[src/rtl/ksa_pipe_adder_if.sv]
// ksa_pipe_adder_if
// Operand/result handshake bundle for the pipelined Kogge-Stone adder.
//   in_valid/in_ready   : operand beat handshake (a, b, cin, sub)
//   out_valid/out_ready : result beat handshake (sum, cout, ovf)
// master: the side that supplies operands and consumes results.
// slave : the adder itself.
interface ksa_pipe_adder_if #(
  parameter int WIDTH = 16
);
  logic             in_valid;
  logic             in_ready;
  logic [WIDTH-1:0] a;
  logic [WIDTH-1:0] b;
  logic             cin;
  logic             sub;
  logic             out_valid;
  logic             out_ready;
  logic [WIDTH-1:0] sum;
  logic             cout;
  logic             ovf;

  modport master (
    output in_valid, a, b, cin, sub, out_ready,
    input  in_ready, out_valid, sum, cout, ovf
  );

  modport slave (
    input  in_valid, a, b, cin, sub, out_ready,
    output in_ready, out_valid, sum, cout, ovf
  );
endinterface

[src/rtl/ksa_pipe_adder.sv]
// ksa_pipe_adder
// Width-generic pipelined Kogge-Stone adder/subtractor.
//   add: sum = a + b + cin     sub: sum = a - b  (a + ~b + 1, cin ignored)
//   cout: carry out of the MSB (in subtract mode 1 = no borrow)
//   ovf : two's-complement signed overflow
// Ports:
//   clk   : rising-edge clock
//   rst_n : asynchronous active-low reset
//   bus   : ksa_pipe_adder_if.slave operand/result handshake
// Pipeline: stage 0 registers bitwise g/p, then the clog2(WIDTH) prefix levels
// are cut into STAGES groups of REG_EVERY levels; the last group feeds the
// sum/cout/ovf output register. Latency = 1 + STAGES. All stages advance
// together whenever the output is not stalled.
module ksa_pipe_adder #(
  parameter int WIDTH     = 16,
  parameter int REG_EVERY = 2
) (
  input  logic             clk,
  input  logic             rst_n,
  ksa_pipe_adder_if.slave  bus
);

  localparam int L      = $clog2(WIDTH);
  localparam int STAGES = (L + REG_EVERY - 1) / REG_EVERY;

  // Apply prefix levels first..first+REG_EVERY-1 (clipped to L) to a (G,P)
  // pair. Returned packed as {G, P}.
  function automatic logic [2*WIDTH-1:0] prefix_group(
    input logic [WIDTH-1:0] g_in,
    input logic [WIDTH-1:0] p_in,
    input int               first
  );
    logic [WIDTH-1:0] g, p, gn, pn;
    int span;
    g = g_in;
    p = p_in;
    for (int k = 1; k <= L; k++) begin
      if (k >= first && k < first + REG_EVERY) begin
        span = 1 << (k - 1);
        gn = g;
        pn = p;
        for (int i = 0; i < WIDTH; i++) begin
          if (i >= span) begin
            gn[i] = g[i] | (p[i] & g[i - span]);
            pn[i] = p[i] & p[i - span];
          end
        end
        g = gn;
        p = pn;
      end
    end
    return {g, p};
  endfunction

  // Final carries with c0 acting as the generate of bit -1, then the sum bits
  // and signed overflow. Returned packed as {cout, ovf, sum}.
  function automatic logic [WIDTH+1:0] finalize(
    input logic [2*WIDTH-1:0] gp,
    input logic [WIDTH-1:0]   p,
    input logic               c0,
    input logic               a_msb,
    input logic               b_msb
  );
    logic [WIDTH-1:0] c, s;
    c = gp[2*WIDTH-1:WIDTH] | (gp[WIDTH-1:0] & {WIDTH{c0}});
    s = p ^ {c[WIDTH-2:0], c0};
    return {c[WIDTH-1], (a_msb == b_msb) && (s[WIDTH-1] != a_msb), s};
  endfunction

  // Per-stage state. Index s in 0..STAGES-1 is the register ahead of prefix
  // group s; vld_p[STAGES] is the output stage valid.
  logic [WIDTH-1:0]   gg_p   [STAGES];
  logic [WIDTH-1:0]   pp_p   [STAGES];
  logic [WIDTH-1:0]   p_p    [STAGES];
  logic               c0_p   [STAGES];
  logic               amsb_p [STAGES];
  logic               bmsb_p [STAGES];
  logic               vld_p  [STAGES+1];
  logic [WIDTH-1:0]   sum_p;
  logic               cout_p;
  logic               ovf_p;

  logic [2*WIDTH-1:0] grp [STAGES];
  logic [WIDTH+1:0]   fin;
  logic [WIDTH-1:0]   b_eff;
  logic               adv;

  assign adv          = ~(vld_p[STAGES] & ~bus.out_ready);
  assign bus.in_ready = adv;
  assign b_eff        = bus.sub ? ~bus.b : bus.b;

  always_comb begin
    for (int s = 0; s < STAGES; s++) begin
      grp[s] = prefix_group(gg_p[s], pp_p[s], s * REG_EVERY + 1);
    end
    fin = finalize(grp[STAGES-1], p_p[STAGES-1], c0_p[STAGES-1],
                   amsb_p[STAGES-1], bmsb_p[STAGES-1]);
  end

  // Control: valid bits and the visible output register.
  always_ff @(posedge clk or negedge rst_n) begin
    if (!rst_n) begin
      for (int s = 0; s <= STAGES; s++) vld_p[s] <= 1'b0;
      sum_p  <= '0;
      cout_p <= 1'b0;
      ovf_p  <= 1'b0;
    end else if (adv) begin
      vld_p[0] <= bus.in_valid;
      for (int s = 1; s <= STAGES; s++) vld_p[s] <= vld_p[s-1];
      // Output stage: last prefix group plus sum/flag formation.
      if (vld_p[STAGES-1]) {cout_p, ovf_p, sum_p} <= fin;
    end
  end

  // Datapath registers; only loaded when a valid beat moves into them.
  always_ff @(posedge clk) begin
    if (adv) begin
      // Stage 0: operand conditioning and bitwise generate/propagate.
      if (bus.in_valid) begin
        gg_p[0]   <= bus.a & b_eff;
        pp_p[0]   <= bus.a ^ b_eff;
        p_p[0]    <= bus.a ^ b_eff;
        c0_p[0]   <= bus.sub | bus.cin;
        amsb_p[0] <= bus.a[WIDTH-1];
        bmsb_p[0] <= b_eff[WIDTH-1];
      end
      // Stages 1..STAGES-1: boundaries between prefix groups.
      for (int s = 1; s < STAGES; s++) begin
        if (vld_p[s-1]) begin
          gg_p[s]   <= grp[s-1][2*WIDTH-1:WIDTH];
          pp_p[s]   <= grp[s-1][WIDTH-1:0];
          p_p[s]    <= p_p[s-1];
          c0_p[s]   <= c0_p[s-1];
          amsb_p[s] <= amsb_p[s-1];
          bmsb_p[s] <= bmsb_p[s-1];
        end
      end
    end
  end

  assign bus.out_valid = vld_p[STAGES];
  assign bus.sum       = sum_p;
  assign bus.cout      = cout_p;
  assign bus.ovf       = ovf_p;

endmodule
[src/flat_wrapper.sv]
// flat-port wrapper written by rule: the top's interface ports become plain ports
module ksa_pipe_adder_flat 
#(
  parameter int WIDTH     = 16,
  parameter int REG_EVERY = 2
)
  (clk, rst_n, bus_in_valid, bus_a, bus_b, bus_cin, bus_sub, bus_out_ready, bus_in_ready, bus_out_valid, bus_sum, bus_cout, bus_ovf);
  ksa_pipe_adder_if #(.WIDTH(WIDTH)) bus_i ();
  input  logic clk;
  input  logic rst_n;
  input wire logic [$bits(bus_i.in_valid)-1:0] bus_in_valid;
  input wire logic [$bits(bus_i.a)-1:0] bus_a;
  input wire logic [$bits(bus_i.b)-1:0] bus_b;
  input wire logic [$bits(bus_i.cin)-1:0] bus_cin;
  input wire logic [$bits(bus_i.sub)-1:0] bus_sub;
  input wire logic [$bits(bus_i.out_ready)-1:0] bus_out_ready;
  output wire logic [$bits(bus_i.in_ready)-1:0] bus_in_ready;
  output wire logic [$bits(bus_i.out_valid)-1:0] bus_out_valid;
  output wire logic [$bits(bus_i.sum)-1:0] bus_sum;
  output wire logic [$bits(bus_i.cout)-1:0] bus_cout;
  output wire logic [$bits(bus_i.ovf)-1:0] bus_ovf;
  assign bus_i.in_valid = bus_in_valid;
  assign bus_i.a = bus_a;
  assign bus_i.b = bus_b;
  assign bus_i.cin = bus_cin;
  assign bus_i.sub = bus_sub;
  assign bus_i.out_ready = bus_out_ready;
  assign bus_in_ready = bus_i.in_ready;
  assign bus_out_valid = bus_i.out_valid;
  assign bus_sum = bus_i.sum;
  assign bus_cout = bus_i.cout;
  assign bus_ovf = bus_i.ovf;
  ksa_pipe_adder #(.WIDTH(WIDTH), .REG_EVERY(REG_EVERY)) u_core (.clk(clk), .rst_n(rst_n), .bus(bus_i));
endmodule
[config.mk]
export PLATFORM = sky130hd
export DESIGN_NAME = ksa_pipe_adder_flat
export DESIGN_NICKNAME = d
export VERILOG_FILES = /design/src/rtl/ksa_pipe_adder_if.sv /design/src/rtl/ksa_pipe_adder.sv /design/src/flat_wrapper.sv
export SDC_FILE = /design/constraint.sdc
export NUM_CORES = 1
export LEC_CHECK = 0
export ABC_AREA = 0
export BUFFER_PORTS_ARGS = -buffer_cell sky130_fd_sc_hd__buf_2
export CAP_MARGIN = 20
export CORE_ASPECT_RATIO = 2
export CORE_UTILIZATION = 57
export DETAILED_ROUTE_END_ITERATION = 7
export GPL_ROUTABILITY_DRIVEN = 0
export PLACE_DENSITY = 0.85
export SLEW_MARGIN = 30
export SYNTH_ARGS = -nofsm -noshare
export SYNTH_HDL_FRONTEND = slang
export SYNTH_SLANG_ARGS = --single-unit
export TNS_END_PERCENT = 1
[constraint.sdc]
create_clock -name clk -period 3.13 [get_ports clk]
set_clock_uncertainty 0.15 [all_clocks]
set_input_delay 0.313 -clock clk [delete_from_list [all_inputs] [get_ports clk]]
set_output_delay 0.313 -clock clk [all_outputs]
set_load 0.01 [all_outputs]
# [After elaboration in Yosys (flattened, before gate mapping)]
# Memory sizes are Yosys's and may differ from the RTL's.
# Cells that the tools add are included.
[word_totals] register_bits=21 in_bits=38 word_cells=180 out_inout_bits=20 memories=6 ram_bits=102
[classes] bitwise_logic=157 eq_ne=2 n_mux=7 n_reduce_logical=2
[memory_table] name="u_core.gg_p" words=2 width=16 rd=2 rd_clocked_by_memory_dff=0 write_ports=2 line="ksa_pipe_adder.sv:72" rtl="logic [WIDTH-1:0] gg_p [STAGES];"
[memory_table] name="u_core.p_p" words=2 width=16 rd=2 rd_clocked_by_memory_dff=0 write_ports=2 line="ksa_pipe_adder.sv:74" rtl="logic [WIDTH-1:0] p_p [STAGES];"
[memory_table] name="u_core.pp_p" words=2 width=16 rd=2 rd_clocked_by_memory_dff=0 write_ports=2 line="ksa_pipe_adder.sv:73" rtl="logic [WIDTH-1:0] pp_p [STAGES];"
[memory_table] name="u_core.amsb_p" words=2 width=1 rd=2 rd_clocked_by_memory_dff=0 write_ports=2 line="ksa_pipe_adder.sv:76" rtl="logic amsb_p [STAGES];"
[memory_table] name="u_core.bmsb_p" words=2 width=1 rd=2 rd_clocked_by_memory_dff=0 write_ports=2 line="ksa_pipe_adder.sv:77" rtl="logic bmsb_p [STAGES];"
[memory_table] name="u_core.c0_p" words=2 width=1 rd=2 rd_clocked_by_memory_dff=0 write_ports=2 line="ksa_pipe_adder.sv:75" rtl="logic c0_p [STAGES];"
[op_table] op="$and 1x1->1" count=99
[op_table] op="$or 1x1->1" count=50
[op_table] op="$and 16x16->16" count=2
[op_table] op="$xor 16x16->16" count=2
[op_table] op="$mux 16" count=1
[op_table] op="$not 16->16" count=1
[op_table] op="$or 16x16->16" count=1
[op_table] op="$mux 1" count=6
[op_table] op="$not 1->1" count=2
[op_table] op="$reduce_and 2->1" count=1
[op_table] op="$eq 1x1->1" count=1
[op_table] op="$logic_and 1x1->1" count=1
[op_table] op="$ne 1x1->1" count=1

# [Logic depth before layout (Yosys ltp)]
# Gate-level depths: netlist of run 1.
[depth] word_depth=8 depth_mapped=7 depth_no_buf=5

# [Worst setup path after synthesis of run 1]
# Ideal clock, no wire load.
[synth_path] path_type="register to register" from="register u_core.vld_p (netlist bit u_core.bus.out_valid)" to="memory u_core.amsb_p[1][0] (netlist: u_core.amsb_p[0][1]) (enable)" setup_ns=0.413 slack_ns=0.683 path_stages_with_launch=4 synth_period_minus_slack_ns=2.447 t_required_ns=2.567 t_arrival_ns=1.884 path_buffers=1 path_cell_list="dfrtp_1 > nand2b_1 > clkbuf_2 > and2_1"
[synth_rtl] element="from (decl)" line="ksa_pipe_adder.sv:78" rtl="logic vld_p [STAGES+1];"
[synth_rtl] element="to (decl)" line="ksa_pipe_adder.sv:76"

# [Final worst setup path of run 1]
[layout_path] from="register u_core.vld_p (netlist bit u_core.bus.out_valid)" to="register u_core.sum_p[13] (netlist: u_core.bus.sum[13])"
[layout_via] elab_chain_len=3
[layout_lines] element="$and 1x1->1" line="ksa_pipe_adder.sv:88" rtl="assign adv = ~(vld_p[STAGES] & ~bus.out_ready);"
[layout_lines] element="$not 1->1 (no line)"
[layout_lines] element="$reduce_and 2->1 (no line)"
[layout_lines] element="to (signal assigned)" line="ksa_pipe_adder.sv:111" rtl="if (vld_p[STAGES-1]) {cout_p, ovf_p, sum_p} <= fin;"
[layout_lines] element="to (decl)" line="ksa_pipe_adder.sv:79" rtl="logic [WIDTH-1:0] sum_p;"
# No other way between the ends.
# A chain may end at the register's enable or synchronous reset.

==> metrics.md, run 1 <==
| Metric | Value |
|---|---|
| CP endpoint kind | `flop` |
| Synth cell types | `36` |
| Vias per cell | `5.43` |
| Static leakage | `roughly 0.0020 µW` |
| # rows | `44` |
| Vias | `2482` |
| Clock sink count | `106` |
| # IOs | `between 50 and 60` |
| Initial DRT Pass Iterations | `4` |
| N_diodes | `0` |
| Post-synth EDFFs | `85` |
| Fraction of registers with async set/reset | `0.198` |
| Simple-Gate Fraction of Synth Area | `0.0859` |
| Worst Max-Slew Pin Slew | `584 ps` |
| Most common cell in the netlist | `edfxtp_1` |
| Largest area contributor in the netlist | `edfxtp_1` |
| Crit-path slowest cell | `nand2_1` |
| Yosys reg bits | `106` |
| Vias in the first global route | `about 2500` |
| Die Ht | `126 µm` |
| Slew margin rel. | `0.611` |
| Final nets | `415` |
| Unrepaired setup endpoints after global routing | `no` |
| Skew-Pair Late Insertion Delay | `about 330 ps` |
| Worst EP arrival | `2130 ps` |
| CTS root buffer | `clkbuf_16` |
| CTS tree | `built` |
| Largest net degree at the start of global routing | `51` |
| DRC viols | `0` |
| Crit Path Class | `reg -> reg` |
| Hold Crit Class | `in -> reg` |
| Antenna violations before repair | `0` |
| Total number of yosys warnings | `0` |
| Crit path time final | `between 1500 and 2000 ps` |
| Grt total ovfl | `0` |
| Post-route ant nets | `0` |
| Dpl cells | `440` |
| Maxcap violations | `0` |
| Synth Net Count | `350` |
| Crit path buf inv count | `1` |
| Fmax | `between 500 and 600 MHz` |
| CTS max path bufs | `2` |
| Post_cts resized | `0` |
| Core area | `7320 µm²` |
| Die Wd | `63.8 µm` |
| Endpoints failing setup | `0` |
| Wire length per cell | `about 14 µm` |
| Initial Util | `0.594` |
| Hold-fix buffers, CTS | `1` |
| PortBufs | `57` |
| CP cell instances | `nand2b_1 -> nand2_1 -> buf_4 -> nor4b_1 -> a211oi_1 -> nand3_1` |
| Syn Area/Cell | `14.8 µm²` |
| Period Utilization, post-route | `0.639` |
| DR iter-0 viols | `103` |
| Cells after synthesis | `around 300` |
| Number of CTS-inserted buffers | `9` |
| Synth top area share | `0.586` |
| Synth Flop Type | `edfxtp_1` |
| Largest family of logic cells by synthesized area | `simple AND/OR/NAND/NOR gates` |
| Post-CTS setup buffer count | `0` |
| Layout cells sized above 1 | `0.236` |
| Gr usage total | `0.191` |
| Top cells by area, synth | `edfxtp_1, dfrtp_1, ha_1, xor2_1, o21ai_0` |
| Post-synthesis compound-gate area fraction | `0.0822` |
| Post-synthesis adder-cell area fraction | `0.0489` |
| CP max FO | `23` |
| Run status | `finished clean` |
| PwrDens | `approximately 750 nW/µm²` |
| Critical path data required time | `3260 ps` |
| Total wire length | `6540 µm` |
| Mapped Area | `roughly 4400 µm²` |
| Setup TNS | `0 ps` |
| Worst vdd ir | `around 550 µV` |
| CP max stage delay | `between 300 and 400 ps` |
| Final Max Tran Viols | `0` |
| Clock slew at reported path FFs | `~70 ps` |
| Area Growth Syn to Fin | `16.0%` |
| Final non-filler cell total | `approximately 460` |
| Crit start category | `flop` |
| Post-Synth XOR/XNOR Area | `0.0563` |
| CTS H-tree depth | `3` |
| Commonest cells post-synth | `edfxtp_1, nand2_1, o21ai_0` |
| Multiplexer share of the synthesized area | `0.0103` |
| Sequential area share after synthesis | `0.707` |
| First-pass GRT wire length | `about 11000 µm` |
| CP delay by family, top | `simple AND/OR/NAND/NOR gates` |
| Die area | `between 8000 and 9000 µm²` |
| Final hold vios | `0` |
| DP Wirelength | `just under 5000 µm` |
[worst register-to-register path, delay by kind of cell (launching register included)]
family                 cells  cell delay [ps]
AND/OR/NAND/NOR            4              990
flip-flops                 1              370
buffers and inverters      1              350
AO/OA/AOI/OAI              1               70
[sequential cells by signal, indices dropped and copies added (netlist names)]
name                  flops
u_core.pp_p              15
u_core.bmsb_p             2
u_core.bus.sum           16
u_core.bus.ovf            1
u_core.bus.cout           1
u_core.vld_p              2
u_core.gg_p              32
u_core.bus.out_valid      1
u_core.p_p               32
u_core.amsb_p             2
u_core.c0_p               2
[per-stage QoR]
| stage | area [µm²] | worst slack (ps) | utilization | power (µW) | hold WS [ps] |
|---|---|---|---|---|---|
| after CTS | 5050 | 1140 | 0.689 | 3820 | 8.56 |
| after global placement | 4740 | 1150 | 0.647 | 2690 | 123 |
| after floorplan | 4350 | 683 | - | 2460 | -133 |
| final | 5050 | 1130 | 0.689 | 3780 | 23.6 |
| after detailed placement | 4740 | 1070 | 0.647 | 2740 | 126 |
| after global routing | 5050 | 971 | 0.689 | 3980 | 15.3 |
[logic make-up after synthesis]
kind of cell / after synthesis
flip-flops: 106
AND/OR/NAND/NOR: 72
adder cells (fa/ha/maj): 17
XOR/XNOR: 28
multiplexers: 4
buffers and inverters: 8
AO/OA/AOI/OAI: 60
[area by class of cell]
class	count	area, µm²
Inverter	1	3.75
Multi-Input combinational cell	181	1240
Timing Repair Buffer	61	318
Clock inverter	2	10.0
Fill cell	522	2270
Sequential cell	106	3080
Tap cell	92	115
Clock buffer	14	287
[metal layers]
| layer | track usage | vias up | routed length (µm) |
|---|---|---|---|
| met1 | 0.212 | 1184 | 2460 |
| met4 | 0.124 | 0 | 245 |
| li1 | - | 1218 | - |
| met3 | 0.0411 | 17 | 217 |
| met2 | 0.321 | 63 | 3620 |
| met5 | 0 | - | 0 |
[power by group]
group	internal, µW	total (µW)	switching, µW
clock network	634	1080	446
registers	1870	2030	156
logic	286	675	389
total	2790	3780	991
[path summary, 6_finish.rpt]
check                           slack [ps]                 start  cells after the start              endpoint
max in group asynchronous             2230                 rst_n                      2  u_core.bus.out_valid
worst max-delay path                  1130  u_core.bus.out_valid                      6    u_core.bus.sum[13]
worst max register to register        1130  u_core.bus.out_valid                      6    u_core.bus.sum[13]
min in group asynchronous              290                 rst_n                      2     u_core.bus.sum[0]
worst min register to register         260   u_core.amsb_p[0][0]                      0   u_core.amsb_p[0][1]
worst min-delay path                    20             bus_a[15]                      1   u_core.amsb_p[0][0]
[placed cells by master (no fill, tap or decap), drive strengths merged, types with 2 or more instances in the layout]
master  synthesis  layout
clkbuf          5      14
a21o           12      12
a211oi          3       3
clkinv          0       2
nor3            2       2
nor4b           2       2
mux2            4       4
xor2           21      21
nand2b          4       4
nor2           15      15
ha             17      17
o21ai          25      25
nand3           2       2
and2            4       4
dfrtp          21      21
a21oi          17      17
and4            2       2
edfxtp         85      85
nor3b           4       4
buf             2      60
nand2          29      29
or4b            3       3
xnor2           7       7
(Power assumes the default switching activity.)
==> run 2: changes to the inputs <==
Settings changed: CORE_UTILIZATION 57 to 51, PLACE_DENSITY 0.85 to 0.81.
Clock period 3.13 ns to 1.8 ns, I/O delays scaled along.
==> run 2 against run 1 <==
The flow now finishes with violations (setup timing). Combinational power grew 94%. Routed wire length grew 8.1%. Worst hold slack lost 22 ps. Critical path type unchanged.
==> metrics.md, run 2 (synthesis results as in run 1) <==
| Metric | Value |
|---|---|
| Slew margin rel. | `0.693` |
| Post-route ant nets | `0` |
| Final non-filler cell total | `485` |
| # rows | `between 40 and 50` |
| Hold Crit Class | `in -> reg` |
| Area Growth Syn to Fin | `22.1%` |
| Grt total ovfl | `0` |
| Wire length per cell | `between 10 and 15 µm` |
| # IOs | `between 50 and 60` |
| Critical path data required time | `around 1900 ps` |
| PortBufs | `between 50 and 60` |
| Static leakage | `about 0.0021 µW` |
| Clock sink count | `106` |
| Die area | `about 8900 µm²` |
| PwrDens | `1270 nW/µm²` |
| Antenna violations before repair | `0` |
| DR iter-0 viols | `133` |
| Die Wd | `a little under 70 µm` |
| First-pass GRT wire length | `11800 µm` |
| DRC viols | `0` |
| Period Utilization, post-route | `1.01` |
| Crit-path slowest cell | `or4b_4` |
| Number of CTS-inserted buffers | `9` |
| Dpl cells | `451` |
| Most common cell after layout, fill and taps aside | `edfxtp_1` |
| Layout cells sized above 1 | `0.243` |
| Crit Path Class | `reg -> reg` |
| CP cell instances | `a211oi_2 -> or4b_4 -> nand4_2 -> nor3_1 -> a221o_1` |
| Unrepaired setup endpoints after global routing | `yes` |
| Worst R2R Path Depth | `5` |
| Endpoints failing setup | `1` |
| Core Util, Final | `0.641` |
| CP max stage delay | `between 500 and 600 ps` |
| CTS H-tree depth | `3` |
| Commonest cells after routing, fill and taps aside | `edfxtp_1, buf_2, nand2_1` |
| Worst setup margin | `-21.8 ps` |
| Worst vdd ir | `between 700 and 800 µV` |
| CTS root buffer | `clkbuf_16` |
| Worst Hold Path Cells | `2` |
| Clock slew at reported path FFs | `about 70 ps` |
| Vias per cell | `around 5.3` |
| Initial Util | `0.525` |
| Setup TNS | `-21.8 ps` |
| Worst EP arrival | `around 1900 ps` |
| Vias | `between 2000 and 3000` |
| Gr usage total | `0.182` |
| Final Max Tran Viols | `0` |
| Worst Max-Slew Pin Slew | `around 460 ps` |
| Maxcap violations | `0` |
| Die Ht | `around 130 µm` |
| Pre-CTS setup slack | `-4.68 ps` |
| Total wire length | `approximately 7100 µm` |
| CP max FO | `6` |
| Crit path time final | `between 1500 and 2000 ps` |
| CTS max path bufs | `2` |
| Largest net degree at the start of global routing | `slightly above 50` |
| Skew-Pair Late Insertion Delay | `around 340 ps` |
| Initial DRT Pass Iterations | `4` |
| N_diodes | `0` |
| Final Power | `around 6700 µW` |
| CP endpoint kind | `flop` |
| Run status | `finished with violations` |
| Final hold vios | `0` |
| Crit start category | `flop` |
| Failing checks | `setup timing` |
| Fmax | `549 MHz` |
| CTS tree | `built` |
| Vias in the first global route | `between 2000 and 3000` |
| Core area | `between 8000 and 9000 µm²` |
| Final nets | `approximately 440` |
| DP Wirelength | `about 5000 µm` |
-- run 2: path summary, 6_finish.rpt --
kind	slack, ps	start	endpoint
max	-20	u_core.c0_p[0][1]	u_core.bus.ovf
min	1	bus_a[3]	u_core.p_p[0][3]
max reg2reg	-20	u_core.c0_p[0][1]	u_core.bus.ovf
min reg2reg	260	u_core.bmsb_p[0][0]	u_core.bmsb_p[0][1]
max in group asynchronous	1020	rst_n	u_core.bus.cout
min in group asynchronous	160	rst_n	u_core.bus.sum[1]
-- run 2: area by class of cell --
type	count	area [µm²]
clock buffers	14	287
clock inverters	2	16.3
fillers	598	2980
inverters	1	3.75
multi-input cells	181	1240
flip-flops and latches	106	3080
well taps	98	123
repair buffers	83	563
-- run 2: where the power goes --
group          internal (µW)  switching, µW  total (µW)
logic                    594            713        1310
registers               3250            268        3520
clock network           1110            810        1920
total                   4950           1790        6740
-- run 2: routing by layer --
| metal | track usage | routed length, µm | vias to the layer above |
|---|---|---|---|
| li1 | - | - | 1261 |
| met1 | 0.176 | 2640 | 1213 |
| met2 | 0.330 | 3980 | 63 |
| met3 | 0.0440 | 231 | 16 |
| met4 | 0.103 | 214 | 0 |
| met5 | 0 | 0 | - |
-- run 2: stage by stage --
step	hold WS, ps	area (µm²)
floorplan	-266	4360
global placement	-1.94	4820
detailed placement	1.52	4820
CTS	3.35	5310
global route	13.8	5320
finish	1.13	5320
-- run 2: repair_timing --
action | CTS | global route
gates resized for setup | 1 | 1
setup endpoints to repair | 3 | 6
cloned | 0 | 0
setup buffers | 0 | 0
endpoints found under the hold margin | 47 | 0
pin swaps | 0 | 1
hold buffers | 18 | 0
-- run 2: worst max-delay path: cells and delay by family (launching register included) --
kind               cells  cell delay, ps
AOI/OAI and AO/OA      2             390
and+or+nand+nor        3             700
DFF                    1             470
